<file path="src/rtl/pyramid_scheduler_if.sv">
// Pixel stream path from the frame-buffer reader through the scheduler into downsample.
// The scheduler drives the master side; the frame buffer / downsample pair is the slave.
interface pyramid_scheduler_if;
    logic       pix_valid;
    logic       pix_ready;
    logic       ds_in_valid;
    logic       ds_in_ready;
    logic [3:0] ds_scale;

    modport master (
        input  pix_valid,
        input  ds_in_ready,
        output pix_ready,
        output ds_in_valid,
        output ds_scale
    );

    modport slave (
        output pix_valid,
        output ds_in_ready,
        input  pix_ready,
        input  ds_in_valid,
        input  ds_scale
    );
endinterface

</file>
<file path="src/rtl/pyramid_scheduler.sv">
// Per-frame HOG pyramid sequencer: replays the frame buffer once per level and gates pixels into downsample.
// Optional macro PYRAMID_SCHED_PERF_EN adds stall_cycles / level_cycles performance outputs.
//
// state  | meaning
// IDLE   | waiting for start
// ISSUE  | one-cycle frame-buffer replay request, pixel counter cleared
// STREAM | valid/ready pass-through, counting transfers
// DRAIN  | full level delivered, waiting for hog_done
// NEXT   | advance level or finish the frame
module pyramid_scheduler #(
    parameter int IMG_W      = 640,
    parameter int IMG_H      = 480,
    parameter int NUM_LEVELS = 4,
    parameter int SCALE0     = 9,
    parameter int SCALE_STEP = 2,
    parameter int SCALE_MIN  = 1
) (
    input  logic       clk,
    input  logic       rst,
    input  logic       start,
    output logic       fb_rd_start,
    input  logic       hog_done,
    output logic       busy,
    output logic       frame_done,
    output logic [3:0] level,
    pyramid_scheduler_if.master px
`ifdef PYRAMID_SCHED_PERF_EN
    ,
    output logic [31:0] stall_cycles,
    output logic [31:0] level_cycles
`endif
);

    localparam int PIX_TOTAL = IMG_W * IMG_H;
    localparam int CNT_W     = (PIX_TOTAL > 1) ? $clog2(PIX_TOTAL) : 1;

    localparam logic [CNT_W-1:0] PIX_LAST   = CNT_W'(PIX_TOTAL - 1);
    localparam logic [CNT_W-1:0] CNT_ONE    = CNT_W'(1);
    localparam logic [3:0]       LAST_LEVEL = 4'(NUM_LEVELS - 1);

    typedef enum logic [2:0] {
        IDLE,
        ISSUE,
        STREAM,
        DRAIN,
        NEXT
    } state_t;

    state_t           state;
    state_t           state_next;
    logic [CNT_W-1:0] pix_cnt;
    logic             xfer;
    logic             level_last;

    // Signed int arithmetic so large levels saturate at SCALE_MIN instead of wrapping.
    function automatic logic [3:0] scale_for(input logic [3:0] lvl);
        int s;
        s = SCALE0 - int'(lvl) * SCALE_STEP;
        if (s < SCALE_MIN) begin
            s = SCALE_MIN;
        end
        return 4'(s);
    endfunction

    assign level_last = (level == LAST_LEVEL);

    always_comb begin
        state_next     = state;
        fb_rd_start    = 1'b0;
        frame_done     = 1'b0;
        xfer           = 1'b0;
        px.pix_ready   = 1'b0;
        px.ds_in_valid = 1'b0;
        busy           = (state != IDLE);
        case (state)
            IDLE: begin
                if (start) begin
                    state_next = ISSUE;
                end
            end
            ISSUE: begin
                fb_rd_start = 1'b1;
                state_next  = STREAM;
            end
            STREAM: begin
                px.ds_in_valid = px.pix_valid;
                px.pix_ready   = px.ds_in_ready;
                xfer           = px.pix_valid & px.ds_in_ready;
                if (xfer && (pix_cnt == PIX_LAST)) begin
                    state_next = DRAIN;
                end
            end
            DRAIN: begin
                if (hog_done) begin
                    state_next = NEXT;
                end
            end
            NEXT: begin
                if (level_last) begin
                    frame_done = 1'b1;
                    state_next = IDLE;
                end else begin
                    state_next = ISSUE;
                end
            end
            default: begin
                state_next = IDLE;
            end
        endcase
    end

    always_ff @(posedge clk) begin
        if (rst) begin
            state <= IDLE;
        end else begin
            state <= state_next;
        end
    end

    // Level and scale move together so ds_scale is stable across ISSUE/STREAM/DRAIN.
    always_ff @(posedge clk) begin
        if (rst) begin
            pix_cnt     <= '0;
            level       <= 4'd0;
            px.ds_scale <= 4'(SCALE0);
        end else begin
            case (state)
                IDLE: begin
                    if (start) begin
                        level       <= 4'd0;
                        px.ds_scale <= scale_for(4'd0);
                    end
                end
                ISSUE: begin
                    pix_cnt <= '0;
                end
                STREAM: begin
                    if (xfer) begin
                        pix_cnt <= pix_cnt + CNT_ONE;
                    end
                end
                NEXT: begin
                    if (!level_last) begin
                        level       <= level + 4'd1;
                        px.ds_scale <= scale_for(level + 4'd1);
                    end
                end
                default: begin
                end
            endcase
        end
    end

`ifdef PYRAMID_SCHED_PERF_EN
    logic [31:0] lvl_cnt;

    always_ff @(posedge clk) begin
        if (rst) begin
            stall_cycles <= '0;
            level_cycles <= '0;
            lvl_cnt      <= '0;
        end else begin
            if (state == IDLE && start) begin
                stall_cycles <= '0;
            end else if (state == STREAM && px.pix_valid && !px.ds_in_ready
                         && stall_cycles != 32'hFFFF_FFFF) begin
                stall_cycles <= stall_cycles + 32'd1;
            end

            if (state == ISSUE) begin
                lvl_cnt <= '0;
            end else if ((state == STREAM || state == DRAIN) && lvl_cnt != 32'hFFFF_FFFF) begin
                lvl_cnt <= lvl_cnt + 32'd1;
            end

            if (state == NEXT) begin
                level_cycles <= lvl_cnt;
            end
        end
    end
`endif

endmodule

</file>
<file path="src/flat_wrapper.sv">
// flat-port wrapper written by rule: the top's interface ports become plain ports
module pyramid_scheduler_flat 
#(
    parameter int IMG_W      = 640,
    parameter int IMG_H      = 480,
    parameter int NUM_LEVELS = 4,
    parameter int SCALE0     = 9,
    parameter int SCALE_STEP = 2,
    parameter int SCALE_MIN  = 1
)
  (clk, rst, start, fb_rd_start, hog_done, busy, frame_done, level, px_pix_valid, px_ds_in_ready, px_pix_ready, px_ds_in_valid, px_ds_scale);
  pyramid_scheduler_if px_i ();
  input  logic clk;
  input  logic rst;
  input  logic start;
  output logic fb_rd_start;
  input  logic hog_done;
  output logic busy;
  output logic frame_done;
  output logic [3:0] level;
  input wire logic [$bits(px_i.pix_valid)-1:0] px_pix_valid;
  input wire logic [$bits(px_i.ds_in_ready)-1:0] px_ds_in_ready;
  output wire logic [$bits(px_i.pix_ready)-1:0] px_pix_ready;
  output wire logic [$bits(px_i.ds_in_valid)-1:0] px_ds_in_valid;
  output wire logic [$bits(px_i.ds_scale)-1:0] px_ds_scale;
  assign px_i.pix_valid = px_pix_valid;
  assign px_i.ds_in_ready = px_ds_in_ready;
  assign px_pix_ready = px_i.pix_ready;
  assign px_ds_in_valid = px_i.ds_in_valid;
  assign px_ds_scale = px_i.ds_scale;
  pyramid_scheduler #(.IMG_W(IMG_W), .IMG_H(IMG_H), .NUM_LEVELS(NUM_LEVELS), .SCALE0(SCALE0), .SCALE_STEP(SCALE_STEP), .SCALE_MIN(SCALE_MIN)) u_core (.clk(clk), .rst(rst), .start(start), .fb_rd_start(fb_rd_start), .hog_done(hog_done), .busy(busy), .frame_done(frame_done), .level(level), .px(px_i));
endmodule
</file>
<file path="config.mk">
export PLATFORM = sky130hd
export DESIGN_NAME = pyramid_scheduler_flat
export DESIGN_NICKNAME = d
export VERILOG_FILES = /design/src/rtl/pyramid_scheduler_if.sv /design/src/rtl/pyramid_scheduler.sv /design/src/flat_wrapper.sv
export SDC_FILE = /design/constraint.sdc
export NUM_CORES = 1
export LEC_CHECK = 0
export ABC_AREA = 1
export ABC_CLOCK_PERIOD_IN_PS = 1200
export BUFFER_PORTS_ARGS = -buffer_cell sky130_fd_sc_hd__clkbuf_2
export CORE_MARGIN = 4
export CORE_UTILIZATION = 51
export CTS_CLUSTER_DIAMETER = 60
export DETAILED_ROUTE_END_ITERATION = 10
export PLACE_DENSITY_LB_ADDON = 0.15
export SYNTH_ARGS = -nofsm -noshare
export SYNTH_HDL_FRONTEND = slang
export SYNTH_SLANG_ARGS = --single-unit
</file>
<file path="constraint.sdc">
create_clock -name clk -period 1.2 [get_ports clk]
set_input_delay 0.24 -clock clk [delete_from_list [all_inputs] [get_ports clk]]
set_output_delay 0.24 -clock clk [all_outputs]
set_load 0.01 [all_outputs]
</file>
After elaboration in Yosys (flattened, before gate mapping)
Index checks and enable logic that the tools add are counted.
Widths: inputs -> output; s select.
{"block": "word_totals", "reg_bits": 30, "latch_bits": 0, "mem_bits_rw": 0, "romBits": 0, "inputBits": 6, "output_inout_bits": 13, "word_cells": 48, "mem_count": 0}
{"block": "op_classes", "n_addsub": 3, "multipliers": 0, "n_div": 0, "magnitude_cmp": 1, "eq_ne": 11, "shift": 0, "muxes": 20, "n_bitwise": 1, "reduce_logical": 8}
{"operator": "$pmux 19 s2", "count": 1}
{"operator": "$mux 4", "count": 5}
{"operator": "$add 19x1->19 const B", "count": 1}
{"operator": "$eq 19x19->1 const B", "count": 1}
{"operator": "$mux 19", "count": 1}
{"operator": "$pmux 4 s2", "count": 2}
{"operator": "$pmux 3 s5", "count": 1}
{"operator": "$mux 3", "count": 3}
{"operator": "$mux 1", "count": 7}
{"operator": "$eq 3x2->1 const B", "count": 2}
{"operator": "$lt 6x2->1 const B", "count": 1}
{"operator": "$ne 2x2->1 const B", "count": 3}
{"operator": "$reduce_and 3->1", "count": 2}
{"operator": "$sub 4x5->6 const A", "count": 1}
{"operator": "$add 4x1->4 const B", "count": 1}
{"operator": "$eq 4x2->1 const B", "count": 1}
{"operator": "$ne 2x1->1 const B", "count": 2}
{"operator": "$reduce_bool 2->1", "count": 2}
{"operator": "$eq 3x1->1 const B", "count": 1}
{"operator": "$eq 3x3->1 const B", "count": 1}
{"operator": "$logic_not 3->1", "count": 1}
{"operator": "$reduce_bool 3->1", "count": 1}
{"operator": "$reduce_and 2->1", "count": 1}
{"operator": "$and 1x1->1", "count": 1}
{"operator": "$logic_and 1x1->1", "count": 1}

Longest topological paths before layout
Gate-level depths: netlist (run 1).
{"block": "logic_depth", "ltp_word": 6, "depth_mapped": 10, "mapped_depth_nobuf": 10}

Worst setup path before layout (run 1)
OpenSTA, ideal clock, no wires.
{"block": "synth_timing", "kind": "register to register", "startpoint": "reg u_core.pix_cnt[0]", "endpoint": "reg u_core.pix_cnt[14]", "setup_time_ps": 114, "arrival_ps": 1159, "required_ps": 1086, "slack_ps": -73, "path_stages_with_launch": 9, "path_buffers": 0, "synth_period_minus_slack_ps": 1273, "path_cell_list": "dfxtp_1 > ha_1 > nand3_1 > nor2_4 > nand3_1 > nor2_2 > nand2_1 > nand2_1 > nor2_1"}
{"block": "synth_via", "elab_chain_len": 3}
{"item": "start: declaration", "line_no": "pyramid_scheduler.sv:51", "rtl": "logic [CNT_W-1:0] pix_cnt;"}
{"item": "start signal: assignment", "line_no": "pyramid_scheduler.sv:139", "rtl": "pix_cnt <= pix_cnt + CNT_ONE;"}
{"item": "$add 19x1->19", "line_no": "pyramid_scheduler.sv:139"}
{"item": "$mux 19", "line_no": "pyramid_scheduler.sv:138", "rtl": "if (xfer) begin"}
{"item": "$pmux 19 s2", "line_no": "pyramid_scheduler.sv:127", "rtl": "case (state)"}
No other way between the ends. The select of a mux whose other input is x is not followed.
A chain may end at the register's enable or synchronous reset.

Final worst setup path (run 1)
{"block": "layout_timing", "startpoint": "reg u_core.state[0]", "endpoint": "out px_pix_ready"}
{"block": "layout_via", "elab_chain_len": 2}
{"item": "start: declaration", "line_no": "pyramid_scheduler.sv:49", "rtl": "state_t state;"}
{"item": "start signal: assignment", "line_no": "pyramid_scheduler.sv:116", "rtl": "state <= state_next;"}
{"item": "$eq 3x2->1", "line_no": "pyramid_scheduler.sv:75", "rtl": "case (state)"}
{"item": "$mux 1", "line_no": "pyramid_scheduler.sv:75"}
{"item": "end: declaration", "line_no": "flat_wrapper.sv:23", "rtl": "output wire logic [$bits(px_i.pix_ready)-1:0] px_pix_ready;"}
No other way between the ends.

==> flow_metrics.py, run 1 <==
metrics = {
    "final_layout": {
        "n_fill_cell": 119,
        "utilization_pct": 90.37,
        "n_antenna_cell": 0,
        "final_nets": 339,
        "final_area_sq_um": 2736,
        "final_layout_size_suffix_gt1_share_pct": 53.17,
        "area_growth_pct": 70.19,
    },
    "setup_path": {
        "critical-path-max-stage-delay_ns": 0.38,
        "crit_path_end_kind": "primary output",
        "cp_data_required_time_ns": 0.96,
        "critical_path_arrival_ns": 1.39,
        "path_max_fanout": 3,
        "path_cells": "nor2_4 > inv_2 > nor2_4 > inv_2 > nor2_1 > buf_2",
        "crit_slowest_cell": "dfxtp_4",
        "r2r_setup_slack_ns": -0.40,
        "path_class": "reg2out",
        "crit_path_start_kind": "flop",
    },
    "synth": {
        "syn_nets": 254,
        "ys_warn_count": 0,
        "synth_top_area_share_pct": 36.11,
        "synth_area_leaders": "dfxtp_1 (36%), nand2_1 (14%), nor2_1 (7.9%), inv_1 (7.7%), a21oi_1 (6.2%)",
        "yosysUniqueCellTypes": 29,
        "synthArstFlopShare_pct": 0,
        "postSynthCellCount": 245,
        "yosys.area.top_type": "dfxtp_1",
        "ys_seq_area_share_pct": 36.11,
        "synth.ff_latch_count": 29,
        "synth_edf_count": 0,
        "syn-cell-area_sq_um": 1608,
        "avgSynthCellArea_sq_um": 6.562,
        "synth_ff_type": "dfxtp_1",
    },
    "floorplanning": {
        "die_y_um": 64.15,
        "dieArea_sq_um": 4115,
        "num_rows": 20,
        "start_util_pct": 53.10,
        "core-area_sq_um": 3028,
        "ios": 19,
        "fp.dieW_um": 64.15,
    },
    "placed_design": {
        "gp_congestion": 0.8899,
        "portBuffers": 17,
        "dp_hpwl_um": 2725,
        "place_area_sq_um": 2033,
    },
    "power": {
        "max-vdd-ir-drop_mv": 1.127,
        "p_leak_nw": 1.258,
        "p_per_area_nw_per_um2": 1899,
    },
    "drt": {
        "wl_um": 7553,
        "vias_per_cell": 6.077,
        "ant_nets": 0,
        "route.detailed.drc": 0,
        "drt_pre_antenna_iters": 5,
        "vias": 2279,
        "drtIter0Drc": 292,
        "wl_per_cell_um": 20.14,
    },
    "run_status": {
        "status": "finished with violations",
        "failed_checks": "setup timing",
    },
    "sta": {
        "fin_tns_setup_ns": -9.817,
        "whs_ns": 0.1996,
        "fin_crit_sh_pct": 136.2,
        "min_period_ns": 1.635,
        "slew_viol_final": 0,
        "rsz0062_at_grt": "yes",
        "setup_violations": 36,
        "final-hold-violation-count": 0,
        "clock.fmax_ghz": 0.6117,
        "worst_slack_ns": -0.4348,
        "skew_ns": 0.02861,
    },
    "grt": {
        "overflow": 0,
        "grt_antenna_before_repair": 0,
        "grt_first_pass_wirelength_um": 8438,
        "grt_use_total_pct": 26.12,
        "first_global_vias": 1933,
        "grt_max_degree": 13,
    },
    "job": {
        "drv_cap": 0,
    },
    "worst_hold_path": {
        "hold_path_class": "in2reg",
    },
    "cts": {
        "clockBufferDepth": 2,
        "cts-htree-levels": 2,
        "clock_sinks": 29,
        "clock-root-buffer": "clkbuf_4",
        "cts_tree": "built",
        "cts_buffers": 5,
        "clk_latency_ns": 0.36,
        "clk_pin_slew_ns": 0.12,
    },
}
==> cell type report <==
cell class / instances / area, sq um / area share (%)
clock buffer: 7 / 65.06 / 2.378
tap: 44 / 55.05 / 2.012
sequential: 29 / 605.6 / 22.13
multi-input combinational: 177 / 1195 / 43.67
timing repair buffer: 81 / 665.6 / 24.33
clock inverter: 1 / 5.005 / 0.1829
inverter: 36 / 145.1 / 5.304
==> sequential cells by signal, indices dropped and copies added, names as in the netlist <==
| signal | flops |
|---|---|
| u_core.state | 3 |
| u_core.level | 4 |
| u_core.pix_cnt | 19 |
| u_core.px.ds_scale | 3 |
==> final timing paths <==
kind	from	endpoint	cells after the start
worst max register to register	u_core.pix_cnt[1]	u_core.state[1]	10
worst max-delay path	u_core.state[0]	px_pix_ready	6
worst min-delay path	hog_done	u_core.state[0]	4
worst min register to register	u_core.px.ds_scale[2]	u_core.px.ds_scale[2]	2
==> cells in the final DEF, fill, tap and decap left out, types with 4 or more instances in the layout <==
cell type and n:
buf_6 20, nand2_2 14, nand3_2 7, nand3_1 5, dfxtp_4 5, a21oi_1 13, dfxtp_1 19, nor2_2 8
inv_1 26, nor2_4 10, inv_2 7, clkbuf_2 9, nor2_1 24, a21oi_2 5, nand3_4 5, nand2_1 47
buf_4 48, nand2_4 4, clkbuf_4 5, nor3_1 4, dfxtp_2 5
==> per-stage QoR <==
step           setup slack (ns)  power (mW)  instances
4_1_cts                 -0.3169       4.014        363
3_3_place_gp            -0.1133       2.589        340
2_1_floorplan         -0.002602       2.097        245
5_1_grt                 -0.4860       5.340        375
6_report                -0.4348       5.197        375
3_5_place_dp            -0.1287       2.607        340
==> critical path: cells and delay by family (launching register included) <==
family                 cells  cell delay [ns]
flip-flops                 1             0.38
AND/OR/NAND/NOR            3             0.36
buffers and inverters      3             0.28
==> where the power goes <==
part	internal (mW)	leakage [nW]	switching, mW
Clock	0.339	0.0413	0.388
Sequential	1.11	0.241	0.184
Combinational	1.46	0.976	1.71
==> Yosys cell counts (2+ instances only) <==
| library cell | count |
|---|---|
| nand2_1 | 62 |
| nor2_1 | 34 |
| inv_1 | 33 |
| dfxtp_1 | 29 |
| a21oi_1 | 20 |
| nand3_1 | 15 |
| nor2_2 | 7 |
| o21ai_0 | 7 |
| nor3_1 | 5 |
| nand2_2 | 4 |
| ha_1 | 3 |
| inv_2 | 3 |
| nand4_1 | 3 |
| a22oi_1 | 2 |
| buf_6 | 2 |
| nand3_2 | 2 |
| xor2_1 | 2 |
==> metal layers <==
metal,global-route usage [%],routed length (um),up-vias
li1,-,-,947
met1,28.29,2665,1044
met2,46.97,3506,218
met3,6.678,748,70
met4,12.40,632,0
met5,0,0,-
==> what timing repair did <==
| item | 4_1_cts | 5_1_grt |
|---|---|---|
| pin swaps | 32 | 21 |
| resized for setup | 66 | 61 |
| hold buffers | 0 | 0 |
| setup endpoints to repair | 33 | 37 |
| setup buffers | 15 | 15 |
| gates cloned | 1 | 0 |
==> cells by family after synthesis <==
kind of cell	synth area share, %
flip-flops	36.11
XOR/XNOR	1.635
buffers and inverters	10.58
AND/OR/NAND/NOR	38.13
adder cells (fa/ha/maj)	2.335
other	0.2332
AO/OA/AOI/OAI	10.97
(Power assumes the default switching activity.)
==> inputs of run 2 (changes only) <==
--- a/config.mk
+++ b/config.mk
@@ -9,10 +9,12 @@
 export ABC_CLOCK_PERIOD_IN_PS = 1200
 export BUFFER_PORTS_ARGS = -buffer_cell sky130_fd_sc_hd__clkbuf_2
 export CORE_MARGIN = 4
-export CORE_UTILIZATION = 51
+export CORE_UTILIZATION = 54
+export CTS_BUF_LIST = sky130_fd_sc_hd__clkbuf_8
 export CTS_CLUSTER_DIAMETER = 60
 export DETAILED_ROUTE_END_ITERATION = 10
 export PLACE_DENSITY_LB_ADDON = 0.15
+export SLEW_MARGIN = 20
 export SYNTH_ARGS = -nofsm -noshare
 export SYNTH_HDL_FRONTEND = slang
 export SYNTH_SLANG_ARGS = --single-unit
==> run 2 against run 1 <==
The flow still finishes with violations (setup timing); clock skew decreased by 0.016 ns; final cell count decreased by 6.1%; wire length decreased by 7.8%; clock-buffer cell count decreased by 1.
==> flow_metrics.py, run 2 (synthesis gave the netlist of run 1 again) <==
metrics = {
    "sta": {
        "clock.fmax_ghz": 0.6407,
        "skew_ns": 0.01279,
        "slew_viol_final": 0,
        "fin_crit_sh_pct": 130.1,
        "min_period_ns": 1.561,
        "setup_violations": 34,
        "worst_slack_ns": -0.3607,
        "final-hold-violation-count": 0,
        "rsz0062_at_grt": "yes",
    },
    "setup_path": {
        "path_cells": "nand3_4 > nor2_4 > nand2_1 > nor2_2 > buf_4 > nand2_1 > o21bai_1 > nand2_1 > inv_1",
        "critical_path_arrival_ns": 1.81,
        "crit_slowest_cell": "dfxtp_4",
        "cpMostUsedCell": "nand2_1",
        "worstReg2RegStart": "u_core.pix_cnt[1]",
        "crit_path_start_kind": "flop",
        "worstSetupStartpoint": "u_core.pix_cnt[1]",
        "crit_path_end_kind": "flop",
        "path_class": "reg2reg",
        "critical-path-max-stage-delay_ns": 0.40,
        "cp_data_required_time_ns": 1.45,
        "path_max_fanout": 3,
    },
    "final_layout": {
        "final_nets": 330,
        "largest_reg_flops": 19,
        "regMostFlops": "u_core.pix_cnt",
        "utilization_pct": 90.95,
        "final_layout_size_suffix_gt1_share_pct": 48.29,
        "area_growth_pct": 58.68,
        "final_cell_mix": "nand2_1 (51), buf_4 (47), inv_1 (28)",
        "reg_top3": "u_core.pix_cnt: 19 flops, u_core.level: 4 flops",
        "layout_commonest_cell": "nand2_1",
        "n_fill_cell": 116,
        "n_antenna_cell": 0,
        "final_area_sq_um": 2551,
    },
    "cts": {
        "clock-root-buffer": "clkbuf_8",
        "clk_latency_ns": 0.30,
        "cts_tree": "built",
        "clockBufferDepth": 2,
        "cts-htree-levels": 2,
        "clk_pin_slew_ns": 0.07,
        "clock_sinks": 29,
        "cts_buffers": 5,
    },
    "placed_design": {
        "dp_hpwl_um": 2672,
        "place_area_sq_um": 2024,
        "gp_congestion": 0.8941,
        "portBuffers": 17,
    },
    "worst_hold_path": {
        "hold_path_class": "in2reg",
        "min_from": "hog_done",
    },
    "floorplanning": {
        "num_rows": 19,
        "fp.dieW_um": 62.57,
        "dieArea_sq_um": 3914,
        "ios": 19,
        "start_util_pct": 57.31,
        "die_y_um": 62.57,
        "core-area_sq_um": 2805,
    },
    "power": {
        "p_leak_nw": 1.204,
        "max-vdd-ir-drop_mv": 1.122,
        "p_per_area_nw_per_um2": 1838,
    },
    "run_status": {
        "status": "finished with violations",
        "failed_checks": "setup timing",
    },
    "drt": {
        "vias": 2158,
        "wl_um": 6965,
        "wl_per_cell_um": 19.79,
        "vias_per_cell": 6.131,
        "drt_pre_antenna_iters": 6,
        "ant_nets": 0,
        "route.detailed.drc": 0,
        "drtIter0Drc": 352,
    },
    "grt": {
        "first_global_vias": 1855,
        "grt_max_degree": 14,
        "grt_antenna_before_repair": 0,
        "grt_first_pass_wirelength_um": 8493,
        "grt_use_total_pct": 27.27,
        "overflow": 0,
    },
    "job": {
        "drv_cap": 0,
    },
}
-- run 2: power by group --
| part | switching (mW) | internal (mW) | total [mW] |
|---|---|---|---|
| Clock | 0.399 | 0.446 | 0.845 |
| Sequential | 0.170 | 1.10 | 1.27 |
| Combinational | 1.43 | 1.14 | 2.57 |
| Total | 2.00 | 2.69 | 4.69 |
-- run 2: path summary, 6_finish.rpt --
| check | end | slack, ns | depth (start not counted) |
|---|---|---|---|
| max | u_core.pix_cnt[13] | -0.36 | 9 |
| min | u_core.state[0] | 0.27 | 4 |
| max reg2reg | u_core.pix_cnt[13] | -0.36 | 9 |
| min reg2reg | u_core.px.ds_scale[2] | 0.48 | 2 |
-- run 2: worst max-delay path, delay by kind of cell (launching register included) --
kind	cells	cell delay, ns
and+or+nand+nor	6	0.70
AOI/OAI and AO/OA	1	0.19
DFF	1	0.40
buffers and inverters	2	0.21
-- run 2: repair_timing --
item / CTS / global route
hold endpoints to repair: 0 / 0
endpoints found under the setup margin: 34 / 35
gates cloned: 1 / 0
setup buffers: 12 / 5
pin swaps: 21 / 11
hold buffers: 0 / 0
resized for setup: 66 / 28
-- run 2: cell type report --
type	instances	area, sq um	area share, %
Multi-Input combinational cell	177	1142	44.78
Sequential cell	29	600.6	23.54
Timing Repair Buffer	72	540.5	21.19
Inverter	36	142.6	5.591
Clock buffer	6	82.58	3.237
Tap cell	31	38.79	1.520
Clock inverter	1	3.754	0.1471
-- run 2: per-layer routing --
metal | routed length (um) | track usage, %
met5 | 0 | 0
met3 | 742 | 6.115
met2 | 3099 | 45.67
met4 | 626 | 14.33
met1 | 2496 | 32.34
-- run 2: through the flow --
step	hold WS [ns]	setup WS [ns]	total power, mW	TNS (ns)	std cells
after global placement	0.4519	-0.1260	2.620	-0.8995	328
after global routing	0.2969	-0.6211	4.875	-9.954	352
after CTS	0.2250	-0.2199	4.223	-3.695	347
after floorplan	0.4322	-0.002602	2.097	-0.005205	245
final	0.2701	-0.3607	4.689	-7.597	352
after detailed placement	0.4575	-0.1368	2.641	-1.376	328
